===== config.mk =====
export PLATFORM = sky130hd
export DESIGN_NAME = naive_bus_arb2
export DESIGN_NICKNAME = d
export VERILOG_FILES = /design/src/rtl/naive_bus_arb2.sv
export SDC_FILE = /design/constraint.sdc
export NUM_CORES = 1
export LEC_CHECK = 0
export ABC_AREA = 1
export CAP_MARGIN = 40
export CORE_AREA = 2 2 158 160
export DETAILED_ROUTE_END_ITERATION = 6
export DIE_AREA = 0 0 160 162
export PLACE_DENSITY = 0.42
export SLEW_MARGIN = 20
export SYNTH_ARGS = -nofsm -noshare
export SYNTH_HDL_FRONTEND = slang
export SYNTH_SLANG_ARGS = --single-unit

===== constraint.sdc =====
create_clock -name clk -period 2.65 [get_ports clk]
set_input_delay 0.53 -clock clk [delete_from_list [all_inputs] [get_ports clk]]
set_output_delay 0.53 -clock clk [all_outputs]
set_load 0.01 [all_outputs]

===== src/rtl/naive_bus_arb2.sv =====
// Two-master, one-slave naive_bus arbiter: round-robin or fixed priority, ownership
// held across slave stalls, one-cycle-late read data steered back to the issuing master.
module naive_bus_arb2 #(
    parameter int PRIO_MODE = 0
) (
    input  logic        clk,
    input  logic        rst_n,

    input  logic        m0_rd_req,
    output logic        m0_rd_gnt,
    input  logic [31:0] m0_rd_addr,
    output logic [31:0] m0_rd_data,
    input  logic        m0_wr_req,
    output logic        m0_wr_gnt,
    input  logic [31:0] m0_wr_addr,
    input  logic [3:0]  m0_wr_byte_enable,
    input  logic [31:0] m0_wr_data,

    input  logic        m1_rd_req,
    output logic        m1_rd_gnt,
    input  logic [31:0] m1_rd_addr,
    output logic [31:0] m1_rd_data,
    input  logic        m1_wr_req,
    output logic        m1_wr_gnt,
    input  logic [31:0] m1_wr_addr,
    input  logic [3:0]  m1_wr_byte_enable,
    input  logic [31:0] m1_wr_data,

    output logic        s_rd_req,
    input  logic        s_rd_gnt,
    output logic [31:0] s_rd_addr,
    input  logic [31:0] s_rd_data,
    output logic        s_wr_req,
    input  logic        s_wr_gnt,
    output logic [31:0] s_wr_addr,
    output logic [3:0]  s_wr_byte_enable,
    output logic [31:0] s_wr_data
);

    logic req0;
    logic req1;
    logic ptr;
    logic hold_vld;
    logic hold_id;
    logic rd_vld;
    logic rd_id;
    logic own_vld;
    logic owner;
    logic hold_hit;
    logic rd_fire;
    logic complete;

    assign req0 = m0_rd_req | m0_wr_req;
    assign req1 = m1_rd_req | m1_wr_req;

    // A held master that dropped its request releases the hold in the same cycle.
    assign hold_hit = hold_vld & (hold_id ? req1 : req0);

    always_comb begin
        own_vld = 1'b0;
        owner   = 1'b0;
        if (hold_hit) begin
            own_vld = 1'b1;
            owner   = hold_id;
        end else if (req0 && !req1) begin
            own_vld = 1'b1;
            owner   = 1'b0;
        end else if (req1 && !req0) begin
            own_vld = 1'b1;
            owner   = 1'b1;
        end else if (req0 && req1) begin
            own_vld = 1'b1;
            owner   = (PRIO_MODE == 0) ? ptr : 1'b0;
        end
    end

    always_comb begin
        s_rd_req         = 1'b0;
        s_rd_addr        = 32'h0;
        s_wr_req         = 1'b0;
        s_wr_addr        = 32'h0;
        s_wr_byte_enable = 4'h0;
        s_wr_data        = 32'h0;
        if (own_vld) begin
            if (owner) begin
                s_rd_req         = m1_rd_req;
                s_rd_addr        = m1_rd_addr;
                s_wr_req         = m1_wr_req;
                s_wr_addr        = m1_wr_addr;
                s_wr_byte_enable = m1_wr_byte_enable;
                s_wr_data        = m1_wr_data;
            end else begin
                s_rd_req         = m0_rd_req;
                s_rd_addr        = m0_rd_addr;
                s_wr_req         = m0_wr_req;
                s_wr_addr        = m0_wr_addr;
                s_wr_byte_enable = m0_wr_byte_enable;
                s_wr_data        = m0_wr_data;
            end
        end
    end

    assign m0_rd_gnt = own_vld & ~owner & s_rd_gnt;
    assign m0_wr_gnt = own_vld & ~owner & s_wr_gnt;
    assign m1_rd_gnt = own_vld &  owner & s_rd_gnt;
    assign m1_wr_gnt = own_vld &  owner & s_wr_gnt;

    assign rd_fire  = own_vld & s_rd_req & s_rd_gnt;
    assign complete = rd_fire | (own_vld & s_wr_req & s_wr_gnt);

    // Arbitration state: fairness pointer and stall ownership.
    always_ff @(posedge clk or negedge rst_n) begin
        if (!rst_n) begin
            ptr      <= 1'b0;
            hold_vld <= 1'b0;
            hold_id  <= 1'b0;
        end else if (complete) begin
            if (PRIO_MODE == 0) begin
                ptr <= ~owner;
            end
            hold_vld <= 1'b0;
        end else if (own_vld) begin
            hold_vld <= 1'b1;
            hold_id  <= owner;
        end else begin
            hold_vld <= 1'b0;
        end
    end

    // Read-return tag: remembers who was granted the read whose data arrives next cycle.
    always_ff @(posedge clk or negedge rst_n) begin
        if (!rst_n) begin
            rd_vld <= 1'b0;
            rd_id  <= 1'b0;
        end else begin
            rd_vld <= rd_fire;
            if (rd_fire) begin
                rd_id <= owner;
            end
        end
    end

    assign m0_rd_data = (rd_vld && !rd_id) ? s_rd_data : 32'h0;
    assign m1_rd_data = (rd_vld &&  rd_id) ? s_rd_data : 32'h0;

endmodule


==> out/metrics.yaml <==
cts:
  insertion_delay_ps: 230
  numCtsBuffers: 3
  cts_tree: "built"
  cts_buffer_depth: 2
  clock-sinks: 5
  htreeDepth: 1
  cts.clk_slew.worst_paths_ps: 30
  root_buffer: "clkbuf_16"
worst_setup_path:
  cp_max_fo: 27
  path_delay_family: "buffers and inverters"
  crit_path_end_kind: "output pin"
  crit_path_top_delay_cell: "dlygate4sd2_1"
  critPathKind: "in2out"
  critical_path_buf_inv_count: 4
  cp.required_ps: 2120
  start_kind: "primary input"
  critPathArrivalTime_ps: 2070
  max_stage_delay_ps: 270
  path_cells: "dlygate4sd2_1, nor2_4, nand2_1, nand3_1, nand2_2, nand2_8, buf_4, buf_16, nand2_1, and2_1, clkdlybuf4s15_1"
  cpMostUsedCell: "nand2_1"
synthesis:
  synth.top_cells.by_area: "nand2_1 (35%), nand3_1 (22%), nor2_1 (12%), inv_1 (7.2%), dfrtp_1 (5.5%)"
  synthDistinctLibCells: 17
  synth_top_area_frac: 0.353
  syn_inst: 488
  ys_ff_latch: 5
  synthesis.area_um2: 2260
  yosys_warnings: 0
  syn_nets: 728
  synth.largest_area_cell: "nand2_1"
  syn_area_per_cell_um2: 4.63
  ys_seq_area_frac: 0.0554
sta:
  drv_slew: 0
  setup_viol: 0
  clock_skew_ps: 1.38
  hold_viol: 0
  tightestPinTransition_ps: 343
  period_share: 0.980
  rsz0062_at_grt: "yes"
  timing.fmax_ghz: 0.385
  fin_crit_ps: 2600
  setup_ws_ps: 52.0
  holdWs_ps: 505
  relSlewSlack: 0.771
final_layout:
  drive_above_1_share: 0.204
  area_growth_pct: 209
  nFillCells: 2734
  fin_nets: 1150
  diodes: 0
floorplanning:
  rows: 57
  die_w_um: 160
  start_util: 0.0936
  core_um2: 24100
  die-height_um: 162
  ios: 410
  dieArea_um2: 25900
pwr:
  leakage_nw: 3.47
  vdd_drop_max_mv: 0.267
  p_per_area_nw_per_um2: 692
grt:
  grt_max_degree: 55
  antenna_found_initial: 0
  grt.total_usage: 0.125
  grt_pass1_wl_um: 25500
  gr-total-overflow: 0
  grt_pass1_vias: 4647
place:
  dp_hpwl_um: 13500
  portBuffers: 409
  pre_cts_slack_ps: -448
  gp_congestion: 0.753
outcome:
  outcome: "completed"
route:
  vias_per_cell: 3.73
  wirelength_um: 18500
  drt_iter0_markers: 260
  post-route-drc-count: 0
  vias: 4596
  routedWlPerCell_um: 15.0
  first_pass_iters: 4
  detail-route-antenna-nets: 0
worst_hold_path:
  min_path_type: "reg2reg"
run:
  drv_cap: 0
[cells by family after synthesis]
kind of cell,Yosys count,synth area share
buf+inv,84,0.185
flops,5,0.0554
simple gates,398,0.758
compound gates,1,0.00222
[report_power, final]
group / total [mW] / internal [mW] / switching (mW)
Combinational: 4.44 / 2.20 / 2.24
Clock: 0.246 / 0.199 / 0.0469
Sequential: 0.132 / 0.108 / 0.0248
[placed cells by master (no fill, tap or decap), types with 2 or more instances in the layout]
cell / n
and2_1: 2
buf_12: 10
buf_16: 4
buf_2: 22
buf_4: 22
buf_6: 6
buf_8: 2
bufbuf_16: 2
clkbuf_16: 8
clkbuf_2: 69
clkdlybuf4s15_1: 10
clkdlybuf4s50_1: 299
dfrtp_1: 5
dlygate4sd2_1: 4
inv_1: 41
inv_2: 2
nand2_1: 204
nand2_2: 9
nand3_1: 86
nand3_2: 22
nor2_1: 70
nor2_2: 2
[sequential cells by signal, summed over array words and instances, names as in the netlist]
name / flops
hold_id: 1
hold_vld: 1
ptr: 1
rd_id: 1
rd_vld: 1
[routing by layer]
metal,GRT usage,share of wire,vias to the layer above,wire length (um)
li1,-,-,2342,-
met1,0.128,0.37,2005,6800
met2,0.253,0.54,243,9930
met5,0,0,-,0
met3,0.0329,0.085,6,1570
met4,0.0246,0.0083,0,154
[Yosys cell counts]
master / instances
buf_2: 15
nand2_2: 1
inv_1: 43
nand2_4: 1
buf_4: 10
buf_6: 6
nor2_1: 71
nand3_1: 97
nand3_2: 12
o21ai_0: 1
and2_1: 2
clkbuf_1: 6
dfrtp_1: 5
nor2_2: 2
inv_2: 2
buf_1: 2
nand2_1: 212
[layout make-up]
type / count / area [um2] / share of cell area
inverter: 45 / 183 / 0.0262
tap: 324 / 405 / 0.0582
sequential: 5 / 125 / 0.0180
multi-input combinational: 399 / 1810 / 0.260
timing repair buffer: 456 / 4360 / 0.626
clock buffer: 4 / 78.8 / 0.0113
[path summary, 6_finish.rpt]
path,slack [ps],from,depth (start not counted),end
worst max-delay path,50,m1_wr_req,11,s_rd_req
worst min-delay path,500,rd_id$_DFFE_PN0P_,2,rd_id$_DFFE_PN0P_
worst max register to register,820,hold_id$_DFFE_PN0P_,13,hold_id$_DFFE_PN0P_
worst min register to register,500,rd_id$_DFFE_PN0P_,2,rd_id$_DFFE_PN0P_
min in group asynchronous,530,rst_n,1,rd_id$_DFFE_PN0P_
max in group asynchronous,1930,rst_n,1,hold_vld$_DFF_PN0_
[worst register-to-register path: stages (launching register included)]
cell	delay [ps]
dfrtp_1	400
nand2_1	80
nand3_1	80
nand2_2	140
nand2_8	80
buf_4	150
buf_12	140
buf_16	150
nand2_1	80
buf_4	100
nand3_1	130
nand3_1	140
nand2_1	60
nand2_1	50
[stage by stage]
step | cells | util | instance area (um2) | power (mW) | TNS [ps]
floorplan | 488 | - | 2260 | 1.94 | 0
global placement | 1202 | 0.280 | 6760 | 4.37 | -39850
detailed placement | 1202 | 0.280 | 6760 | 4.31 | -38450
CTS | 1216 | 0.287 | 6910 | 4.50 | -931
global route | 1233 | 0.289 | 6970 | 5.23 | -2660
finish | 1233 | 0.289 | 6970 | 4.82 | 0
[timing repair]
item / 4_1_cts / 5_1_grt
buffers inserted: 5 / 12
resized for setup: 186 / 196
gates cloned: 5 / 7
pin swaps: 1 / 9
hold buffers: 0 / 0
endpoints found under the setup margin: 106 / 105
Note: power is estimated with default switching activity, not from simulation.
